### src/rtl/mbus_timer_pkg.sv
// Shared register offsets, control/status bit positions and run-state type
// for the mbus down-counting timer.
package mbus_timer_pkg;

  localparam int unsigned REG_CTRL   = 0;
  localparam int unsigned REG_RELOAD = 1;
  localparam int unsigned REG_COUNT  = 2;
  localparam int unsigned REG_STAT   = 3;
  localparam int unsigned REG_PRESC  = 4;

  localparam int unsigned CTRL_RUN = 0;
  localparam int unsigned CTRL_ARL = 1;
  localparam int unsigned CTRL_IE  = 2;
  localparam int unsigned STAT_UF  = 0;

  typedef enum logic {
    ST_STOP = 1'b0,
    ST_RUN  = 1'b1
  } run_state_t;

endpackage

### src/rtl/mbus_timer_if.sv
// Memory-bus responder port: chip select, register offset, write strobe and data.
interface mbus_timer_if #(
  parameter int unsigned WIDTH     = 32,
  parameter int unsigned ADDR_SIZE = 4
) ();
   logic                 cs;
   logic [ADDR_SIZE-1:0] addr;
   logic                 wen;
   logic [WIDTH-1:0]     din;
   logic [WIDTH-1:0]     dout;

   modport master (output cs, addr, wen, din, input  dout);
   modport slave  (input  cs, addr, wen, din, output dout);
endinterface

### src/rtl/mbus_timer_presc.sv
// Reload down-counter: ticks when the count reaches zero while enabled,
// and holds the reload value whenever disabled or explicitly loaded.
module tmr_presc #(
   parameter int unsigned PRE_WIDTH = 16
) (
   input  logic                 clk,
   input  logic                 reset,
   input  logic                 en,
   input  logic                 load,
   input  logic [PRE_WIDTH-1:0] val,
   output logic                 tick
);
   logic [PRE_WIDTH-1:0] pc;

   assign tick = en && (pc == '0);

   always_ff @(posedge clk) begin
      if (reset)
         pc <= '0;
      else if (load || !en || tick)
         pc <= val;
      else
         pc <= pc - PRE_WIDTH'(1);
   end
endmodule

### src/rtl/mbus_timer.sv
// Memory-mapped down-counting timer on the CPU mbus: CTRL/RELOAD/COUNT/STAT/PRESC
// registers, prescaled tick, one-shot or auto-reload underflow and a level irq.
module mbus_timer
   import mbus_timer_pkg::*;
#(
   parameter int unsigned WIDTH     = 32,
   parameter int unsigned ADDR_SIZE = 4,
   parameter int unsigned PRE_WIDTH = 16
) (
   input  logic         clk,
   input  logic         reset,
   mbus_timer_if.slave  bus,
   output logic         irq
);
   run_state_t           state;
   logic                 arl, ie, uf;
   logic [WIDTH-1:0]     reload, count;
   logic [PRE_WIDTH-1:0] presc;
   logic                 tick, uf_ev, run;
   logic                 wr, wr_ctrl, wr_reload, wr_count, wr_stat, wr_presc;
   logic                 pre_load;
   logic [PRE_WIDTH-1:0] pre_val;
   logic [WIDTH-1:0]     rdata;

   assign run       = (state == ST_RUN);
   assign wr        = bus.cs && bus.wen;
   assign wr_ctrl   = wr && (bus.addr == ADDR_SIZE'(REG_CTRL));
   assign wr_reload = wr && (bus.addr == ADDR_SIZE'(REG_RELOAD));
   assign wr_count  = wr && (bus.addr == ADDR_SIZE'(REG_COUNT));
   assign wr_stat   = wr && (bus.addr == ADDR_SIZE'(REG_STAT));
   assign wr_presc  = wr && (bus.addr == ADDR_SIZE'(REG_PRESC));

   // A PRESC write restarts the prescaler from the value being written, not the old one.
   assign pre_load = wr_presc || (wr_ctrl && bus.din[CTRL_RUN] && !run);
   assign pre_val  = wr_presc ? bus.din[PRE_WIDTH-1:0] : presc;

   tmr_presc #(.PRE_WIDTH(PRE_WIDTH)) u_presc (
      .clk   (clk),
      .reset (reset),
      .en    (run),
      .load  (pre_load),
      .val   (pre_val),
      .tick  (tick)
   );

   assign uf_ev = tick && (count == '0);

   always_ff @(posedge clk) begin
      if (reset) begin
         state  <= ST_STOP;
         arl    <= 1'b0;
         ie     <= 1'b0;
         uf     <= 1'b0;
         reload <= '0;
         count  <= '0;
         presc  <= '0;
      end else begin
         if (wr_reload) reload <= bus.din;
         if (wr_presc)  presc  <= bus.din[PRE_WIDTH-1:0];

         if (wr_count)
            count <= bus.din;
         else if (tick && count != '0)
            count <= count - WIDTH'(1);
         else if (uf_ev && arl)
            count <= reload;

         if (uf_ev)
            uf <= 1'b1;
         else if (wr_stat && bus.din[STAT_UF])
            uf <= 1'b0;

         // An explicit CTRL write overrides the one-shot stop on the same edge.
         if (wr_ctrl) begin
            arl   <= bus.din[CTRL_ARL];
            ie    <= bus.din[CTRL_IE];
            state <= bus.din[CTRL_RUN] ? ST_RUN : ST_STOP;
         end else begin
            case (state)
               ST_RUN:  if (uf_ev && !arl) state <= ST_STOP;
               default: state <= state;
            endcase
         end
      end
   end

   always_comb begin
      rdata = '0;
      if (bus.addr == ADDR_SIZE'(REG_CTRL)) begin
         rdata[CTRL_RUN] = run;
         rdata[CTRL_ARL] = arl;
         rdata[CTRL_IE]  = ie;
      end else if (bus.addr == ADDR_SIZE'(REG_RELOAD)) begin
         rdata = reload;
      end else if (bus.addr == ADDR_SIZE'(REG_COUNT)) begin
         rdata = count;
      end else if (bus.addr == ADDR_SIZE'(REG_STAT)) begin
         rdata[STAT_UF] = uf;
      end else if (bus.addr == ADDR_SIZE'(REG_PRESC)) begin
         rdata[PRE_WIDTH-1:0] = presc;
      end
   end

   assign bus.dout = bus.cs ? rdata : '0;
   assign irq      = uf && ie;
endmodule

### src/flat_wrapper.sv
// flat-port wrapper written by rule: the top's interface ports become plain ports
module mbus_timer_flat import mbus_timer_pkg::*;
#(
   parameter int unsigned WIDTH     = 32,
   parameter int unsigned ADDR_SIZE = 4,
   parameter int unsigned PRE_WIDTH = 16
)
  (clk, reset, irq, bus_cs, bus_addr, bus_wen, bus_din, bus_dout);
  mbus_timer_if #(.WIDTH(WIDTH), .ADDR_SIZE(ADDR_SIZE)) bus_i ();
  input  logic clk;
  input  logic reset;
  output logic irq;
  input wire logic [$bits(bus_i.cs)-1:0] bus_cs;
  input wire logic [$bits(bus_i.addr)-1:0] bus_addr;
  input wire logic [$bits(bus_i.wen)-1:0] bus_wen;
  input wire logic [$bits(bus_i.din)-1:0] bus_din;
  output wire logic [$bits(bus_i.dout)-1:0] bus_dout;
  assign bus_i.cs = bus_cs;
  assign bus_i.addr = bus_addr;
  assign bus_i.wen = bus_wen;
  assign bus_i.din = bus_din;
  assign bus_dout = bus_i.dout;
  mbus_timer #(.WIDTH(WIDTH), .ADDR_SIZE(ADDR_SIZE), .PRE_WIDTH(PRE_WIDTH)) u_core (.clk(clk), .reset(reset), .bus(bus_i), .irq(irq));
endmodule
### config.mk
export PLATFORM = sky130hd
export DESIGN_NAME = mbus_timer_flat
export DESIGN_NICKNAME = d
export VERILOG_FILES = /design/src/rtl/mbus_timer_pkg.sv /design/src/rtl/mbus_timer_if.sv /design/src/rtl/mbus_timer_presc.sv /design/src/rtl/mbus_timer.sv /design/src/flat_wrapper.sv
export SDC_FILE = /design/constraint.sdc
export NUM_CORES = 1
export LEC_CHECK = 0
export BUFFER_PORTS_ARGS = -buffer_cell sky130_fd_sc_hd__buf_4
export CAP_MARGIN = 20
export CORE_ASPECT_RATIO = 1.5
export CORE_MARGIN = 8
export CORE_UTILIZATION = 41
export CTS_BUF_LIST = sky130_fd_sc_hd__clkbuf_4 sky130_fd_sc_hd__clkbuf_8 sky130_fd_sc_hd__clkbuf_16
export CTS_CLUSTER_SIZE = 12
export DETAILED_ROUTE_END_ITERATION = 8
export GPL_ROUTABILITY_DRIVEN = 1
export PLACE_DENSITY = 0.69
export SLEW_MARGIN = 25
export SYNTH_ARGS = -nofsm -noshare
export SYNTH_HDL_FRONTEND = slang
export SYNTH_HIERARCHICAL = 1
export SYNTH_SLANG_ARGS = --single-unit
### constraint.sdc
create_clock -name clk -period 3.7 [get_ports clk]
set_clock_uncertainty 0.1 [all_clocks]
set_input_delay 0.37 -clock clk [delete_from_list [all_inputs] [get_ports clk]]
set_output_delay 0.37 -clock clk [all_outputs]
set_load 0.01 [all_outputs]
# == Word-level counts from Yosys, hierarchy flattened ==
# Cells that the tools add are included.
# word_totals
reg_bits,100
inputBits,40
output_inout_bits,33
elab_cells,60
# op_classes
addsub,2
n_eq_ne,4
muxes,20
n_reduce_logical,26
# ops
operator,n
two-way mux 32 bit,5
two-way mux 16 bit,5
zero test 32 bit,1
nonzero test 32 bit,1
subtractor 32 x 1 -> 32 bit (second input constant),1
two-way mux 29 bit,1
zero test 16 bit,1
subtractor 16 x 1 -> 16 bit (second input constant),1
logical AND 1 bit,15
two-way mux 15 bit,1
equality test 4 x 2 -> 1 bit (second input constant),2
two-way mux 1 bit,7
equality test 4 x 1 -> 1 bit (second input constant),1
equality test 4 x 3 -> 1 bit (second input constant),1
zero test 4 bit,1
logical OR 1 bit,3
two-way mux 3 bit,1
nonzero test 3 bit,1
zero test 1 bit,2
nonzero test 2 bit,1

# == Depth between registers and ports, before layout ==
# Gate-level depths: netlist (run 1).
# depth
ltp_word,8
ltp_mapped,13
depth_no_buf,10

# == Cells and area by module ==
# The synthesis (run 1) kept the hierarchy.
# modules_own_cells
module,instances,cells_each,area_each_um2,seq_area_each_um2
mbus_timer,1,618,4867.2,1681.6
tmr_presc,1,113,1003.5,320.3

# == Worst setup path before layout (run 1) ==
# No wires, ideal clock.
# synth_path
path_type,register to register
from,reg u_core.u_presc.pc[4]
to,reg u_core.count[0]
setup_time_ps,92
arrival_ps,2699
required_ps,3508
path_slack_ps,809
stages_incl_launch_ff,10
n_path_buf,2
period_less_slack_ps,2891
cell_sequence,dfxtp_1 nor4_2 nand4_1 clkbuf_1 nor2_1 clkbuf_1 inv_1 a211oi_1 nand2b_1 o32ai_1
# synth_between
elab_chain_cells,5
elab_cells_between_ends,8
cone_classes,mux: 2; reduce/logical: 6
# synth_rtl
element,line_no,text
"start, declared",mbus_timer_presc.sv:13,logic [PRE_WIDTH-1:0] pc;
"start signal, assigned",mbus_timer_presc.sv:21,pc <= val;
"start signal, assigned",mbus_timer_presc.sv:23,pc <= pc - PRE_WIDTH'(1);
zero test 16 bit (*),mbus_timer_presc.sv:15,assign tick = en && (pc == '0);
logical AND 1 bit (*),mbus_timer_presc.sv:15,
via u_core.tick,mbus_timer.sv:19,"logic tick, uf_ev, run;"
"logical AND 1 bit, on equally long branches","mbus_timer.sv:63, mbus_timer.sv:46",
two-way mux 32 bit or logical AND 1 bit (tied branches),"mbus_timer.sv:63, mbus_timer.sv:65",
two-way mux 32 bit or nonzero test 3 bit (tied branches),--,
"end signal, assigned",mbus_timer.sv:62,count <= bus.din;
"end signal, assigned",mbus_timer.sv:64,count <= count - WIDTH'(1);
"end signal, assigned",mbus_timer.sv:66,count <= reload;
"end, declared",mbus_timer.sv:17,"logic [WIDTH-1:0] reload, count;"
# Mark *: on every way through the listed nets, which the timed path passes. The rest lies on a longest branch.
# A chain may end at the register's enable or synchronous reset.

# == Worst setup path after layout (run 1) ==
# layout_path
from,reg u_core.u_presc.pc[7]
to,reg u_core.count[20]
# The elaborated chain is that of the path after synthesis.

==> metrics.cfg, run 1 <==
[global_routing]
grt.total_usage_pct = 20.08
grt_pass1_vias = 5804
grt_first_pass_wirelength_mm = 29.81
antenna_found_initial = 0
overflow = 0
grt_max_degree = 35

[placement]
port_buffers = 72
placed_area_um2 = 6621
dp_cells = 959
dp_slack_ns = 0.9608
hpwl_mm = 13.46
place.gp.congestion = 0.9652

[synth]
synth_cell_types = 67
ys_ff_latch = 100
synthesis.area_um2 = 5871
syn_nets = 774
synth-edff-count = 0
ys_seq_area_share_pct = 34.10
yosysWarningCount = 6
ys_async_sr_fraction_pct = 0
syn_area_per_cell_um2 = 8.031
synth_cells = 731
ys.flop_type = dfxtp_1

[clocking]
clk_pin_slew_ns = 0.07
ctsRootBufferMaster = clkbuf_16
cts_made_buffers = 9
cts_resized = 0
cts_hold_buffers = 0
worstSkewPairLatency_ns = 0.35
cts.sinks = 100
cts_setup_buffers = 0
cts_max_path_buffers = 2
htree_num_levels = 3
cts_tree = built

[routing]
wire_per_inst_um = 18.76
dr.pass1.iters = 8
post-route-drc-count = 0
avgViaCountPerCell = 5.957
totalWireLength_mm = 18.27
postRouteAntennaNets = 0
drtIter0Drc = 384
vias = 5802

[power_and_ir_drop]
switchingPower_w = 0.0006628
p_leak_nw = 2.643
ir_drop_uv = 182.6
p_sw_share_pct = 26.43
p_comb_share_pct = 16.2
clock_power_share_pct = 39.7
seq_power_share_pct = 44.1
powerDensity_nw_per_um2 = 361.7
internal_power_w = 0.001845

[sta]
rsz0062_at_grt = false
min_period_ns = 2.808
timing.final.crit_share_pct = 75.89
hold_viol_final = 0
setup_tns_ns = 0
layout_setup_ws_ns = 0.8922
finalSetupViolCount = 0
relSlewSlack_pct = 38.71
tightest_slew_ns = 0.9172
slew_viol_final = 0
fin_hold_ws_ns = 0.1756
max_freq_mhz = 356.1

[floorplanning]
io_pins = 73
die-area_um2 = 18480
rows = 53
start_util_pct = 41.96
die_w_um = 113.7
die_h_um = 162.6
core_area_um2 = 13990

[worst_setup_path]
critPathKind = reg -> reg
startpoint = u_core/u_presc/pc[7]$_SDFF_PP0_
critPathCaptureType = flop
crit_required_ns = 3.86
r2r_start = u_core/u_presc/pc[7]$_SDFF_PP0_
start_kind = flop
crit_fanout = 8
worstPathArrival_ns = 2.97

[layout]
layout.cells.non_filler = 974
fin_nets = 821
drive_gt1_share_pct = 19.18
syn_to_final_growth_pct = 18.09
n_antenna_cell = 0
fillCellCount = 1403
final_area_um2 = 6933

[worst_hold_path]
worstHoldStart = bus_din[25]
min_path_type = in -> reg

[status]
status = finished, final reports clean

[run]
drv_cap = 0

## critical path, cell delays in order (launching register included)
cell and delay (ns):
dfxtp_1 0.37, nor4_2 0.51, nand4_1 0.18, nor2_1 0.15, buf_4 0.18, inv_1 0.11
a211oi_1 0.48, buf_4 0.23, nand2_1 0.05, o32a_1 0.29, o31ai_1 0.06
## area by class of cell
cell class,count,area (um2),area share (%)
flip-flops and latches,100,2002,28.88
well taps,192,240.2,3.465
clock inverters,1,30.03,0.4331
inverters,14,52.55,0.7580
clock buffers,14,281.5,4.061
repair buffers,99,743.2,10.72
multi-input cells,554,3583,51.69
## stage by stage
| stage | utilization (%) | power [W] |
|---|---|---|
| final | 49.55 | 0.002507 |
| after detailed placement | 47.32 | 0.001532 |
| after CTS | 49.55 | 0.002520 |
| after floorplan | - | 0.001399 |
| after global placement | 47.32 | 0.001530 |
| after global routing | 49.55 | 0.002597 |
## cell usage after synthesis (3+ instances only)
library cell / number / share of area (%)
inv_1: 14 / 0.90
nand2_1: 90 / 5.8
nor3_1: 21 / 1.8
o31ai_1: 6 / 0.77
a2111oi_0: 3 / 0.45
o211ai_1: 8 / 1.0
o32ai_1: 5 / 0.75
nand2b_1: 9 / 0.96
and4_1: 3 / 0.45
a21boi_0: 4 / 0.51
a31oi_1: 8 / 0.85
or3_1: 9 / 0.96
o211a_1: 5 / 0.85
and2_1: 19 / 2.0
or4_4: 3 / 0.58
ha_1: 3 / 0.64
xnor2_1: 21 / 3.1
mux2i_1: 29 / 4.9
o32a_1: 4 / 0.68
nor4b_1: 4 / 0.60
buf_4: 3 / 0.38
o31a_1: 9 / 1.3
or2_2: 3 / 0.32
buf_1: 6 / 0.38
mux2_2: 16 / 3.1
nand3b_1: 5 / 0.64
a21oi_1: 42 / 3.6
a222oi_1: 15 / 2.6
dfxtp_1: 100 / 34
a211oi_1: 5 / 0.64
or4_1: 4 / 0.51
o21ai_0: 24 / 2.0
nand3_1: 11 / 0.94
nor2b_1: 3 / 0.32
nor4_2: 3 / 0.64
nor2_1: 62 / 4.0
nor4_1: 19 / 2.0
o22ai_1: 21 / 2.2
buf_2: 5 / 0.43
xor2_1: 3 / 0.45
a22oi_1: 17 / 2.2
o311ai_1: 3 / 0.45
clkbuf_1: 48 / 3.1
nand4_1: 6 / 0.64
and3_1: 3 / 0.32
## state kept, by name, summed over array words and instances, names as in the netlist
register           cells
u_core/count          32
u_core/reload         32
u_core/presc          16
u_core/u_presc/pc     16
u_core/arl             1
u_core/ie              1
u_core/run             1
u_core/uf              1
## per-layer routing
metal | track usage (%) | up-vias | part of all wire [%]
met1 | 20.61 | 2758 | 38
met2 | 37.28 | 189 | 53
li1 | - | 2808 | -
met4 | 11.50 | 0 | 3.9
met3 | 3.452 | 47 | 5.1
met5 | 0 | - | 0
## cell families (layout without fill, tap and decap cells)
group | after synthesis | after routing | share of synthesized area, %
simple gates | 283 | 283 | 24.36
compound gates | 198 | 198 | 23.76
flops | 100 | 100 | 34.10
buf+inv | 77 | 128 | 5.349
mux | 46 | 46 | 8.205
xor+xnor | 24 | 24 | 3.581
fa+ha+maj | 3 | 3 | 0.6395
## final timing paths
kind	endpoint	slack, ns	cells after the start
hold / removal	u_core/reload[25]$_SDFFE_PP0P_	0.18	3
setup reg to reg	u_core/count[20]$_SDFFE_PP0P_	0.89	10
setup / recovery	u_core/count[20]$_SDFFE_PP0P_	0.89	10
hold reg to reg	u_core/reload[10]$_SDFFE_PP0P_	0.37	2
## power by group through the flow
stage	sequential, W	combinational, W	clock [W]
global placement	0.00113	0.000400	0
finish	0.00111	0.000406	0.000995
global route	0.00111	0.000442	0.00105
detailed placement	0.00113	0.000402	0
floorplan	0.00112	0.000275	0
CTS	0.00111	0.000404	0.00101
## cell usage in the layout (no fill, tap or decap), types with 7 or more instances in the layout
cell type,netlist,final
buf_4,3,99
or3_1,9,9
xnor2_1,21,21
nand2b_1,9,9
o22ai_1,21,21
mux2i_1,29,29
a222oi_1,15,15
nand3_1,11,11
clkbuf_16,0,9
nor4_1,19,19
nor2_1,62,61
o21ai_0,24,24
and2_1,19,20
inv_1,14,14
mux2_2,16,16
a22oi_1,17,17
dfxtp_1,100,100
o31a_1,9,9
o211ai_1,8,8
a21oi_1,42,42
nor3_1,21,21
nand2_1,90,90
a31oi_1,8,7
No activity file was read; power rests on OpenSTA's default activity.
==> run 2, diff against run 1 <==
--- a/config.mk
+++ b/config.mk
@@ -14,7 +14,7 @@
 export CTS_CLUSTER_SIZE = 12
 export DETAILED_ROUTE_END_ITERATION = 8
 export GPL_ROUTABILITY_DRIVEN = 1
-export PLACE_DENSITY = 0.69
+export PLACE_DENSITY = 0.71
 export SLEW_MARGIN = 25
 export SYNTH_ARGS = -nofsm -noshare
 export SYNTH_HDL_FRONTEND = slang
==> constraint.sdc (replaced) <==
create_clock -name clk -period 2.3 [get_ports clk]
set_clock_uncertainty 0.1 [all_clocks]
set_input_delay 0.23 -clock clk [delete_from_list [all_inputs] [get_ports clk]]
set_output_delay 0.23 -clock clk [all_outputs]
set_load 0.01 [all_outputs]
==> run 2 against run 1 <==
  * The flow now finishes with violations (negative setup slack)
  * Global-route usage increased by 0.81 points
  * Critical path depth decreased by 5
  * Via count increased by 6.5%
  * Die area unchanged
  * Sequential cell count unchanged
  * Cell count increased by 7.8%
  * Design area increased by 14%
  * Sequential power increased by 59%
  * Clock power increased by 75%
  * Fmax increased by 20%
  * First-iteration DRC count increased by 46%
  * Critical endpoint is now u_core/count[27]$_SDFFE_PP0P_
==> metrics.cfg, run 2 (synthesized netlist as in run 1, its figures left out) <==
[status]
status = complete, but fails checks
violations = negative setup slack

[global_routing]
grt_first_pass_wirelength_mm = 31.08  ; +4.3%
use_met3_pct = 3.192  ; -0.26 points
grt_max_degree = 35  ; unchanged
grt.busiest_layer = met2
use_met1_pct = 21.65  ; +1.0 points
grt_use_met2_pct = 40.09  ; +2.8 points
grt.total_usage_pct = 20.89  ; +0.81 points
grt_pass1_vias = 6208  ; +7.0%
overflow = 0  ; unchanged
antenna_found_initial = 0  ; unchanged

[sta]
layout_setup_ws_ns = -0.03663  ; -0.9288 ns
max_freq_mhz = 428.0  ; +20%
relSlewSlack_pct = 67.10  ; +28 points
rsz0062_at_grt = true
tightest_slew_ns = 0.4923  ; -0.4249 ns
finalSetupViolCount = 1  ; +1
min_period_ns = 2.337  ; -0.4712 ns
timing.final.crit_share_pct = 101.6  ; +26 points
slew_viol_final = 0  ; unchanged
hold_viol_final = 0  ; unchanged
setup_tns_ns = -0.03663  ; -0.03663 ns

[power_and_ir_drop]
ir_drop_uv = 337.4  ; +85%
p_leak_nw = 3.127  ; +18%
powerDensity_nw_per_um2 = 553.8  ; +53%

[floorplanning]
die_w_um = 113.7  ; unchanged
core_area_um2 = 13990  ; unchanged
io_pins = 73  ; unchanged
die_h_um = 162.6  ; unchanged
die-area_um2 = 18480  ; unchanged
rows = 53  ; unchanged
start_util_pct = 41.96  ; unchanged

[worst_hold_path]
min_path_type = in -> reg
worstHoldStart = bus_din[26]
worst_hold_path.endpoint = u_core/reload[26]$_SDFFE_PP0P_
worstHoldPathCells = 3  ; unchanged

[worst_setup_path]
start_kind = flop
r2r_start = u_core/count[18]$_SDFFE_PP0P_
worstPathArrival_ns = 2.46  ; -0.51 ns
crit_required_ns = 2.42  ; -1.44 ns
crit_fanout = 8  ; unchanged
rr_worst_depth = 5  ; -5
critPathCaptureType = flop
critPathKind = reg -> reg
rrSetupSlack_ns = -0.04  ; -0.93 ns
r2r-end = u_core/count[27]$_SDFFE_PP0P_

[clocking]
cts_made_buffers = 9  ; unchanged
worstSkewPairLatency_ns = 0.35  ; about the same
ctsRootBufferMaster = clkbuf_16
cts_hold_buffers = 0  ; unchanged
cts_tree = built
clk_pin_slew_ns = 0.07  ; about the same
cts.sinks = 100  ; unchanged
cts_max_path_buffers = 2  ; unchanged
htree_num_levels = 3  ; unchanged

[layout]
final_cell_mix = 157 x buf_4, 96 x dfxtp_1, 89 x nand2_1
syn_to_final_growth_pct = 34.36
fin_nets = 896  ; +9.1%
fillCellCount = 1249  ; -11%
n_antenna_cell = 0  ; unchanged
drive_gt1_share_pct = 30.77  ; +12 points
final_core_util_pct = 56.37  ; +6.8 points
layout_commonest_cell = buf_4
reg_top3 = u_core/count (32), u_core/reload (32)

[routing]
post-route-drc-count = 0  ; unchanged
postRouteAntennaNets = 0  ; unchanged
avgViaCountPerCell = 5.883  ; -1.2%
drtIter0Drc = 562  ; +46%
wire_per_inst_um = 18.71  ; -0.26%
vias = 6177  ; +6.5%
totalWireLength_mm = 19.65  ; +7.5%
dr.pass1.iters = 7  ; -1

[run]
drv_cap = 0  ; unchanged

[placement]
port_buffers = 72  ; unchanged
place.gp.congestion = 0.9496  ; -1.6%
hpwl_mm = 14.17  ; +5.3%
dp_slack_ns = -0.07112  ; -1.032 ns

-- run 2: what timing repair did --
item,in CTS,in global routing
buffers inserted,3,6
pin swaps,4,13
cloned,2,1
resized for setup,8,41
endpoints found under the setup margin,29,33
-- run 2: worst max-delay path by stage --
stage / startpoint / endpoint / slack [ns] / cells after the start
after global placement: u_core/count[20]$_SDFFE_PP0P_ / u_core/count[10]$_SDFFE_PP0P_ / -0.05 / 9
after floorplan: u_core/count[20]$_SDFFE_PP0P_ / u_core/count[27]$_SDFFE_PP0P_ / -0.17 / 7
final: u_core/count[18]$_SDFFE_PP0P_ / u_core/count[27]$_SDFFE_PP0P_ / -0.04 / 5
after CTS: u_core/count[21]$_SDFFE_PP0P_ / u_core/count[27]$_SDFFE_PP0P_ / 0.01 / 5
after detailed placement: u_core/count[20]$_SDFFE_PP0P_ / u_core/count[10]$_SDFFE_PP0P_ / -0.07 / 9
after global routing: u_core/u_presc/pc[4]$_SDFF_PP0_ / u_core/count[11]$_SDFFE_PP0P_ / -0.1 / 9
-- run 2: power breakdown --
part	leakage (nW)	internal, W	switching [W]
clock	0.169	0.00103	0.000709
combinational	2.15	0.000393	0.000467
sequential	0.809	0.00175	0.0000217
-- run 2: final cells by class --
cell class,instances,area [um2],area share (%)
clock buffers,10,250.2,3.173
inverters,14,55.05,0.6980
multi-input cells,555,3822,48.46
well taps,192,240.2,3.046
clock inverters,6,91.34,1.158
repair buffers,173,1416,17.96
flip-flops and latches,100,2012,25.51
-- run 2: worst max-delay path, stage by stage, from the launching register on --
cell and delay (ns):
dfxtp_2 0.32, or4_4 0.54, or4_4 0.49, o41a_1 0.45, nor3_2 0.21, o32ai_1 0.10
-- run 2: stage by stage --
stage / total power (W) / instance area, um2 / hold WS [ns] / cells
after global routing: 0.004531 / 7888 / 0.02950 / 1050
after floorplan: 0.002274 / 6035 / 0.2028 / 731
after global placement: 0.002590 / 7288 / 0.3590 / 1022
final: 0.004368 / 7888 / 0.03881 / 1050
after detailed placement: 0.002594 / 7288 / 0.3636 / 1022
after CTS: 0.004334 / 7695 / 0.03356 / 1043
-- run 2: routing by layer --
layer	part of all wire (%)	vias to the layer above	wire, um
met5	0	-	0
met4	2.9	0	569
met3	5.2	47	1025
met2	55	222	10760
met1	37	2956	7289
li1	-	2952	-
